`src/rtl/mem_arbiter_if.sv`:
```
// -----------------------------------------------------------------------------
// mem_arbiter_if
//   Bundles the instruction-fetch port, the load/store port and the shared
//   single-ported memory port of mem_arbiter.
//
//   i_*  : fetch requester  (req/addr in, gnt/rvalid/rdata out of arbiter)
//   d_*  : data requester   (req/we/addr/wdata in, gnt/rvalid/rdata out)
//   m_*  : memory port      (en/we/addr/wdata out of arbiter, rdata in)
//
//   slave  : arbiter view
//   master : requester + memory side view
// -----------------------------------------------------------------------------
interface mem_arbiter_if #(
    parameter int ADDR_W = 32,
    parameter int DATA_W = 32
);
    logic              i_req;
    logic [ADDR_W-1:0] i_addr;
    logic              i_gnt;
    logic              i_rvalid;
    logic [DATA_W-1:0] i_rdata;

    logic              d_req;
    logic              d_we;
    logic [ADDR_W-1:0] d_addr;
    logic [DATA_W-1:0] d_wdata;
    logic              d_gnt;
    logic              d_rvalid;
    logic [DATA_W-1:0] d_rdata;

    logic              m_en;
    logic              m_we;
    logic [ADDR_W-1:0] m_addr;
    logic [DATA_W-1:0] m_wdata;
    logic [DATA_W-1:0] m_rdata;

    modport slave (
        input  i_req, i_addr,
        input  d_req, d_we, d_addr, d_wdata,
        input  m_rdata,
        output i_gnt, i_rvalid, i_rdata,
        output d_gnt, d_rvalid, d_rdata,
        output m_en, m_we, m_addr, m_wdata
    );

    modport master (
        output i_req, i_addr,
        output d_req, d_we, d_addr, d_wdata,
        output m_rdata,
        input  i_gnt, i_rvalid, i_rdata,
        input  d_gnt, d_rvalid, d_rdata,
        input  m_en, m_we, m_addr, m_wdata
    );
endinterface

```
`src/rtl/mem_arbiter.sv`:
```
// -----------------------------------------------------------------------------
// mem_arbiter
//   Shares one single-ported memory between the instruction-fetch path and
//   the load/store path. At most one request is granted per cycle (grant is
//   combinational, same cycle as req). Conflicts are resolved round-robin via
//   a one-bit priority flag. Read data is routed back to its owner exactly
//   RD_LATENCY cycles after the grant through a {valid, owner} shift pipeline.
//
// Parameters
//   ADDR_W, DATA_W : bus widths
//   RD_LATENCY     : memory read latency in cycles, 1..4
//
// Ports
//   clk  : clock, rising edge
//   rst  : asynchronous active-high reset
//   bus  : mem_arbiter_if.slave (fetch, data and memory ports)
// -----------------------------------------------------------------------------
module mem_arbiter #(
    parameter int ADDR_W     = 32,
    parameter int DATA_W     = 32,
    parameter int RD_LATENCY = 1
) (
    input  logic          clk,
    input  logic          rst,
    mem_arbiter_if.slave  bus
);

    // Priority flag: 0 = fetch won the last conflict, 1 = data won it.
    logic last_q, last_d;

    // Return pipeline, stage 0 is the push side, stage RD_LATENCY-1 the tail.
    logic [RD_LATENCY-1:0] vld_pipe_q, vld_pipe_d;
    logic [RD_LATENCY-1:0] own_pipe_q, own_pipe_d;

    logic              i_gnt, d_gnt;
    logic              m_en, m_we;
    logic [ADDR_W-1:0] m_addr;
    logic [DATA_W-1:0] m_wdata;
    logic              ret_vld, ret_own;
    logic              i_rvalid, d_rvalid;
    logic [DATA_W-1:0] i_rdata, d_rdata;

    // -------------------------------------------------------------------------
    // Arbitration: data wins a conflict unless it won the previous one.
    // Grants are gated by rst so nothing reaches memory during reset.
    // -------------------------------------------------------------------------
    always_comb begin
        d_gnt  = ~rst & bus.d_req & (~bus.i_req | ~last_q);
        i_gnt  = ~rst & bus.i_req & ~d_gnt;

        last_d = last_q;
        if (bus.i_req && bus.d_req && !rst) begin
            last_d = d_gnt;
        end
    end

    // -------------------------------------------------------------------------
    // Memory port mux. Fetch never writes and has no write data.
    // -------------------------------------------------------------------------
    always_comb begin
        m_en    = i_gnt | d_gnt;
        m_we    = d_gnt & bus.d_we;
        m_addr  = '0;
        m_wdata = '0;
        if (d_gnt) begin
            m_addr  = bus.d_addr;
            m_wdata = bus.d_wdata;
        end else if (i_gnt) begin
            m_addr  = bus.i_addr;
        end
    end

    // -------------------------------------------------------------------------
    // Return tracking. Every cycle pushes one entry (a bubble on write/idle),
    // so the tail lines up with the memory's fixed read latency.
    // -------------------------------------------------------------------------
    always_comb begin
        vld_pipe_d    = vld_pipe_q;
        own_pipe_d    = own_pipe_q;
        vld_pipe_d[0] = m_en & ~m_we;
        own_pipe_d[0] = d_gnt;
        for (int k = 1; k < RD_LATENCY; k++) begin
            vld_pipe_d[k] = vld_pipe_q[k-1];
            own_pipe_d[k] = own_pipe_q[k-1];
        end
    end

    always_ff @(posedge clk or posedge rst) begin
        if (rst) begin
            last_q     <= 1'b0;
            vld_pipe_q <= '0;
            own_pipe_q <= '0;
        end else begin
            last_q     <= last_d;
            vld_pipe_q <= vld_pipe_d;
            own_pipe_q <= own_pipe_d;
        end
    end

    // -------------------------------------------------------------------------
    // Tail routing; the unselected read data bus is held at zero.
    // -------------------------------------------------------------------------
    always_comb begin
        ret_vld  = vld_pipe_q[RD_LATENCY-1];
        ret_own  = own_pipe_q[RD_LATENCY-1];
        i_rvalid = ret_vld & ~ret_own;
        d_rvalid = ret_vld & ret_own;
        i_rdata  = i_rvalid ? bus.m_rdata : '0;
        d_rdata  = d_rvalid ? bus.m_rdata : '0;
    end

    assign bus.i_gnt    = i_gnt;
    assign bus.d_gnt    = d_gnt;
    assign bus.m_en     = m_en;
    assign bus.m_we     = m_we;
    assign bus.m_addr   = m_addr;
    assign bus.m_wdata  = m_wdata;
    assign bus.i_rvalid = i_rvalid;
    assign bus.i_rdata  = i_rdata;
    assign bus.d_rvalid = d_rvalid;
    assign bus.d_rdata  = d_rdata;

endmodule
```
`src/flat_wrapper.sv`:
```
// flat-port wrapper written by rule: the top's interface ports become plain ports
module mem_arbiter_flat 
#(
    parameter int ADDR_W     = 32,
    parameter int DATA_W     = 32,
    parameter int RD_LATENCY = 1
)
  (clk, rst, bus_i_req, bus_i_addr, bus_d_req, bus_d_we, bus_d_addr, bus_d_wdata, bus_m_rdata, bus_i_gnt, bus_i_rvalid, bus_i_rdata, bus_d_gnt, bus_d_rvalid, bus_d_rdata, bus_m_en, bus_m_we, bus_m_addr, bus_m_wdata);
  mem_arbiter_if #(.ADDR_W(ADDR_W), .DATA_W(DATA_W)) bus_i ();
  input  logic clk;
  input  logic rst;
  input wire logic [$bits(bus_i.i_req)-1:0] bus_i_req;
  input wire logic [$bits(bus_i.i_addr)-1:0] bus_i_addr;
  input wire logic [$bits(bus_i.d_req)-1:0] bus_d_req;
  input wire logic [$bits(bus_i.d_we)-1:0] bus_d_we;
  input wire logic [$bits(bus_i.d_addr)-1:0] bus_d_addr;
  input wire logic [$bits(bus_i.d_wdata)-1:0] bus_d_wdata;
  input wire logic [$bits(bus_i.m_rdata)-1:0] bus_m_rdata;
  output wire logic [$bits(bus_i.i_gnt)-1:0] bus_i_gnt;
  output wire logic [$bits(bus_i.i_rvalid)-1:0] bus_i_rvalid;
  output wire logic [$bits(bus_i.i_rdata)-1:0] bus_i_rdata;
  output wire logic [$bits(bus_i.d_gnt)-1:0] bus_d_gnt;
  output wire logic [$bits(bus_i.d_rvalid)-1:0] bus_d_rvalid;
  output wire logic [$bits(bus_i.d_rdata)-1:0] bus_d_rdata;
  output wire logic [$bits(bus_i.m_en)-1:0] bus_m_en;
  output wire logic [$bits(bus_i.m_we)-1:0] bus_m_we;
  output wire logic [$bits(bus_i.m_addr)-1:0] bus_m_addr;
  output wire logic [$bits(bus_i.m_wdata)-1:0] bus_m_wdata;
  assign bus_i.i_req = bus_i_req;
  assign bus_i.i_addr = bus_i_addr;
  assign bus_i.d_req = bus_d_req;
  assign bus_i.d_we = bus_d_we;
  assign bus_i.d_addr = bus_d_addr;
  assign bus_i.d_wdata = bus_d_wdata;
  assign bus_i.m_rdata = bus_m_rdata;
  assign bus_i_gnt = bus_i.i_gnt;
  assign bus_i_rvalid = bus_i.i_rvalid;
  assign bus_i_rdata = bus_i.i_rdata;
  assign bus_d_gnt = bus_i.d_gnt;
  assign bus_d_rvalid = bus_i.d_rvalid;
  assign bus_d_rdata = bus_i.d_rdata;
  assign bus_m_en = bus_i.m_en;
  assign bus_m_we = bus_i.m_we;
  assign bus_m_addr = bus_i.m_addr;
  assign bus_m_wdata = bus_i.m_wdata;
  mem_arbiter #(.ADDR_W(ADDR_W), .DATA_W(DATA_W), .RD_LATENCY(RD_LATENCY)) u_core (.clk(clk), .rst(rst), .bus(bus_i));
endmodule
```
`config.mk`:
```
export PLATFORM = sky130hd
export DESIGN_NAME = mem_arbiter_flat
export DESIGN_NICKNAME = d
export VERILOG_FILES = /design/src/rtl/mem_arbiter_if.sv /design/src/rtl/mem_arbiter.sv /design/src/flat_wrapper.sv
export SDC_FILE = /design/constraint.sdc
export NUM_CORES = 1
export LEC_CHECK = 0
export ABC_AREA = 1
export CORE_AREA = 5 5 101 103
export CTS_BUF_LIST = sky130_fd_sc_hd__clkbuf_8
export DETAILED_ROUTE_END_ITERATION = 10
export DIE_AREA = 0 0 106 108
export PLACE_DENSITY = 0.67
export SETUP_SLACK_MARGIN = 0.5
export SLEW_MARGIN = 0
export SYNTH_ARGS = -nofsm -noshare
export SYNTH_HDL_FRONTEND = slang
export SYNTH_SLANG_ARGS = --single-unit
```
`constraint.sdc`:
```
create_clock -name clk -period 1.35 [get_ports clk]
set_clock_uncertainty 0.2 [all_clocks]
set_input_delay 0.135 -clock clk [delete_from_list [all_inputs] [get_ports clk]]
set_output_delay 0.135 -clock clk [all_outputs]
set_load 0.05 [all_outputs]
```
==> results of run 1 <==
layer usage:
metal,part of all wire,vias to the layer above
li1,-,1533
met5,0,-
met2,0.59,194
met4,0.0085,0
met3,0.094,8
met1,0.31,1494
report_power, final:
group          leakage, nW  internal [mW]  switching, mW
Combinational         3.02           1.62           1.69
Sequential          0.0361          0.101         0.0109
Clock               0.0269          0.194         0.0638
area by class of cell:
class / instances / area, um^2
clock inverters: 1 / 3.754
clock buffers: 3 / 41.29
repair buffers: 322 / 4818
well taps: 111 / 138.9
inverters: 72 / 294.0
flip-flops and latches: 3 / 76.32
fillers: 504 / 1722
multi-input cells: 205 / 2014
flip-flops by register name (all words and copies together), names as in the netlist:
name and cells:
u_core.last_q 1, u_core.own_pipe_q 1, u_core.ret_vld 1
worst paths after layout:
| check | startpoint | to | slack (ns) | depth (start not counted) |
|---|---|---|---|---|
| setup reg to reg | u_core.last_q | u_core.own_pipe_q | -0.10 | 5 |
| hold reg to reg | u_core.last_q | u_core.last_q | 0.38 | 2 |
| setup / recovery | u_core.last_q | bus_m_wdata[10] | -0.48 | 6 |
| max in group asynchronous | rst | u_core.own_pipe_q | 0.80 | 6 |
| hold / removal | rst | u_core.own_pipe_q | 0.04 | 6 |
| min in group clk | bus_i_req | u_core.last_q | 0.11 | 3 |
synth_stat cells:
library cell and instances:
nor2_1 98, inv_1 70, nand2_1 38, nand4_1 33, nand3_1 32, clkbuf_1 11, buf_2 10, buf_6 4
dfrtp_1 3, inv_2 2, buf_1 1, buf_4 1, nand2_2 1, nand3_2 1, o21ai_0 1, or2_1 1
cell families after synthesis:
group                  share of synthesized area
AND/OR/NAND/NOR                           0.6437
buffers and inverters                     0.2990
flip-flops                               0.05371
AO/OA/AOI/OAI                           0.003578
stage by stage:
step	total power, mW	util	hold WS (ns)	instances	TNS [ns]
2_1_floorplan	1.652	-	-0.08085	307	-12.60
4_1_cts	3.569	0.7900	0.01970	708	-45.57
3_5_place_dp	3.179	0.7473	0.3588	690	-32.85
3_3_place_gp	3.140	0.7473	0.3393	690	-30.59
6_report	3.680	0.8110	0.03717	717	-48.13
5_1_grt	3.813	0.8110	0.04130	717	-54.69
critical path, delay by kind of cell, from the launching register on:
family                 cells  cell delay [ns]
DFF                        1             0.41
and+or+nand+nor            3             0.38
buffers and inverters      3             0.48
what timing repair did:
item                       4_1_cts  5_1_grt
resized for setup               52       18
buffers inserted                10        7
cloned                           4        2
setup endpoints to repair      137      137
hold endpoints to repair         0        0
pin swaps                        9       13
==> results.toml, run 1 <==
[routing]
viasPerCell = 4.503
vias = 3229
routedWlPerCell_um = 18.34
drt_iter0_drc = 109
ant_nets = 0
first_pass_iters = 4
drcViolationCount = 0
drt_wl_total_um = 13150

[clock_network]
cts-root-buf = "clkbuf_8"
clkSlewWorstSetupHoldPaths_ns = 0.03
cts_buffers = 3
clkLatencyLatePin_ns = 0.21
cts_sinks = 3
cts_tree = "done"
htree_levels = 1
cts.path.max_buffers = 2
hold_buffers = 0

[final_layout]
antenna_cells = 0
final_cell_mix = "buf_12 (149), clkdlybuf4s50_1 (129), nor2_4 (97)"
layout_commonest_cell = "buf_12"
synthToLayoutAreaGrowth_pct = 428.6
finalNetCount = 740
fin_area_mm2 = 0.007387
drive_above_1_share = 0.5792

[synth]
syn_nets = 440
syn_area_per_cell_um2 = 4.552
synth_top_area_frac = 0.2632
syn_inst = 307
ys_seq_area_frac = 0.05372
ys_ff_latch = 3
synth_top_cell_by_area = "nor2_1"
ys_types = 16
ys_warn_count = 0
synth_area_leaders = "nor2_1 (26%), inv_1 (19%), nand4_1 (15%), nand3_1 (11%), nand2_1 (10%)"
mappedNetlistArea_mm2 = 0.001398

[global_routing]
grt_max_degree = 25
grt_pass1_wl_um = 19170
grtUsageMet3 = 0.06269
busiest_layer = "met2"
grt_use_met2 = 0.4467
antenna_found_initial = 0
grtUsageMet1 = 0.2032
grt_pass1_vias = 3495
grt_use_total = 0.2117
grt-ovfl-total = 0

[sta]
finalHoldViolations = 0
finalSetupViolations = 135
fmax_mhz = 545.8
slew_headroom = 0.8444
grt_setup_unrepaired = "true"
worst_slack_ns = -0.4823
worstMarginPinSlew_ns = 0.2327
drv_slew = 0
post-route-period-util = 1.357
period_minus_slack_ns = 1.832

[floorplanning]
die_w_um = 106
num_rows = 35
ioPinCount = 267
coreArea_mm2 = 0.009109
start_util = 0.1534
die-area_mm2 = 0.01145
dieHeight_um = 108

[power_and_ir_drop]
p_leak_nw = 3.088
ir_drop_uv = 323.7
power-per-cell-area_mw_per_mm2 = 498.1

[placement]
place_congestion = 0.8102
place_area_mm2 = 0.006807
io_buffers = 266
place_ws_ns = -0.4878
post-dp-hpwl_um = 10490

[setup_path]
crit_chain = "nand2_4 > nand3_4 > buf_12 > buf_12 > nor2_4 > buf_12"
critPathCaptureType = "output port"
path_max_fanout = 13
critical_path_arrival_ns = 1.50
cp_slowest_cell = "dfrtp_1"
max_stage_delay_ns = 0.41
critical_path_class = "reg -> out"
crit_path_start_kind = "register"
crit_top_cell = "buf_12"
crit_required_ns = 1.01

[flow_run]
cap_violations = 0

[run_status]
violations = "negative setup slack"
status = "complete, but fails checks"

[worst_hold_path]
hold_class = "in -> async"
(Power assumes the default switching activity.)
==> run 2, diff against run 1 <==
--- a/config.mk
+++ b/config.mk
@@ -16,3 +16,4 @@
 export SYNTH_ARGS = -nofsm -noshare
 export SYNTH_HDL_FRONTEND = slang
 export SYNTH_SLANG_ARGS = --single-unit
+export TNS_END_PERCENT = 50
==> run 2 against run 1 <==
Net effect: the flow finishes with violations (negative hold slack, negative setup slack); cell area shrank 15%; critical path depth unchanged; core utilization is 12 points lower; die area stayed put; worst hold slack got worse by 0.12 ns; via count decreased by 3.4%; sequential share of layout area grew 0.16 points; wire length is 9.2% lower; critical endpoint is now bus_m_wdata[0]; highest routed layer unchanged.
==> results.toml, run 2 (synthesis results as in run 1) <==
[run_status]
status = "complete, but fails checks"
violations = "negative hold slack, negative setup slack"

[setup_path]
cp_slowest_cell = "dfrtp_1"
path_delay_family = "buffers and inverters"
reg2reg_depth = 6
ff2ff_setup_slack_ns = -0.07
r2r_start = "u_core.last_q"
path_max_fanout = 32
critical_path_class = "reg -> out"
crit_top_cell = "buf_12"
max_stage_delay_ns = 0.38
crit_required_ns = 1.01
cp-endpoint = "bus_m_wdata[0]"
crit_path_start_kind = "register"
cp.depth = 6
crit_chain = "nand2_2 > nand3_4 > buf_12 > buf_4 > nor2_4 > buf_12"
critPathCaptureType = "output port"
critical_path_arrival_ns = 1.44
timing.rr.end = "u_core.own_pipe_q"
critPathBufInv = 3
critPathLaunch = "u_core.last_q"

[final_layout]
final_core_util = 0.6880
layout_commonest_cell = "clkdlybuf4s50_1"
synthToLayoutAreaGrowth_pct = 348.4
antenna_cells = 0
drive_above_1_share = 0.4950
final_cell_mix = "clkdlybuf4s50_1 (129), nor2_4 (91), buf_12 (76)"
finalNetCount = 730
layout.cells.non_filler = 707

[clock_network]
htree_levels = 1
cts-root-buf = "clkbuf_8"
cts_sinks = 3
cts.path.max_buffers = 2
clkSlewWorstSetupHoldPaths_ns = 0.03
cts_tree = "done"
clkLatencyLatePin_ns = 0.22
cts_buffers = 3

[global_routing]
grt_use_total = 0.1867
grt_pass1_vias = 3246
grt_pass1_wl_um = 17080
antenna_found_initial = 0
grt_max_degree = 33
grt-ovfl-total = 0

[floorplanning]
die_w_um = 106
ioPinCount = 267
coreArea_mm2 = 0.009109
start_util = 0.1534
dieHeight_um = 108
die-area_mm2 = 0.01145
num_rows = 35

[routing]
drt_iter0_drc = 70
drcViolationCount = 0
drt_wl_total_um = 11940
vias = 3120
ant_nets = 0
routedWlPerCell_um = 16.88
first_pass_iters = 4
viasPerCell = 4.413

[worst_hold_path]
hold_class = "in -> async"

[flow_run]
cap_violations = 0

[sta]
slew_headroom = 0.8478
grt_setup_unrepaired = "true"
period_minus_slack_ns = 1.771
holdWs_ns = -0.08401
worst_slack_ns = -0.4208
fmax_mhz = 564.7
finalSetupViolations = 134
drv_slew = 0
post-route-period-util = 1.312
tns_ns = -39.93
worstMarginPinSlew_ns = 0.2284
finalHoldViolations = 3

[power_and_ir_drop]
power.switching_mw = 1.609
switching_share = 0.5059
pwr-share-comb = 0.885
power.total_mw = 3.181
ir_drop_uv = 349.0
p_int_mw = 1.572
power-per-cell-area_mw_per_mm2 = 507.6
p_seq_frac = 0.034
p_leak_nw = 2.798
clkPwrFrac = 0.080

[placement]
io_buffers = 266
place_congestion = 0.8059
post-dp-hpwl_um = 9581
dpl.cell_count = 695
## run 2: layer usage
layer / part of all wire / up-vias / routed length [um] / track usage
met3: 0.084 / 8 / 998 / 0.05194
met5: 0 / - / 0 / 0
li1: - / 1516 / - / -
met1: 0.33 / 1424 / 3970 / 0.1825
met4: 0.011 / 0 / 132 / 0.02498
met2: 0.57 / 172 / 6833 / 0.3934
## run 2: final cells by class
cell class / count / area [um^2]
inverters: 72 / 285.3
flip-flops and latches: 3 / 75.07
fillers: 690 / 2841
clock inverters: 1 / 3.754
repair buffers: 311 / 4059
clock buffers: 3 / 41.29
well taps: 111 / 138.9
multi-input cells: 206 / 1664
## run 2: worst min-delay path, cell delays in order
cell and delay (ns):
dlygate4sd2_1 0.26, inv_4 0.11, buf_12 0.15
## run 2: power by group through the flow
| stage | sequential [mW] | combinational (mW) | clock (mW) |
|---|---|---|---|
| floorplan | 0.108 | 1.39 | 0 |
| global placement | 0.108 | 2.47 | 0 |
| detailed placement | 0.108 | 2.50 | 0 |
| CTS | 0.109 | 2.72 | 0.266 |
| global route | 0.112 | 2.94 | 0.271 |
| finish | 0.109 | 2.82 | 0.256 |
## run 2: how the worst min path moves through the flow
stage	to	slack (ns)	cells after the start
global placement	u_core.ret_vld	0.35	3
global route	u_core.last_q	-0.08	3
floorplan	u_core.last_q	-0.09	2
CTS	u_core.last_q	-0.06	3
finish	u_core.last_q	-0.08	3
detailed placement	u_core.last_q	0.35	3
## run 2: repair_timing
| item | CTS | global route |
|---|---|---|
| cloned | 2 | 2 |
| resized for setup | 119 | 39 |
| pin swaps | 9 | 5 |
| endpoints found under the hold margin | 3 | 3 |
| endpoints found under the setup margin | 137 | 137 |
| setup buffers | 3 | 1 |
## run 2: through the flow
stage	setup WS, ns	cell area (um^2)
global route	-0.5018	6267
floorplan	-0.2628	2063
detailed placement	-0.4593	5507
global placement	-0.4226	5507
CTS	-0.4330	6038
finish	-0.4208	6267
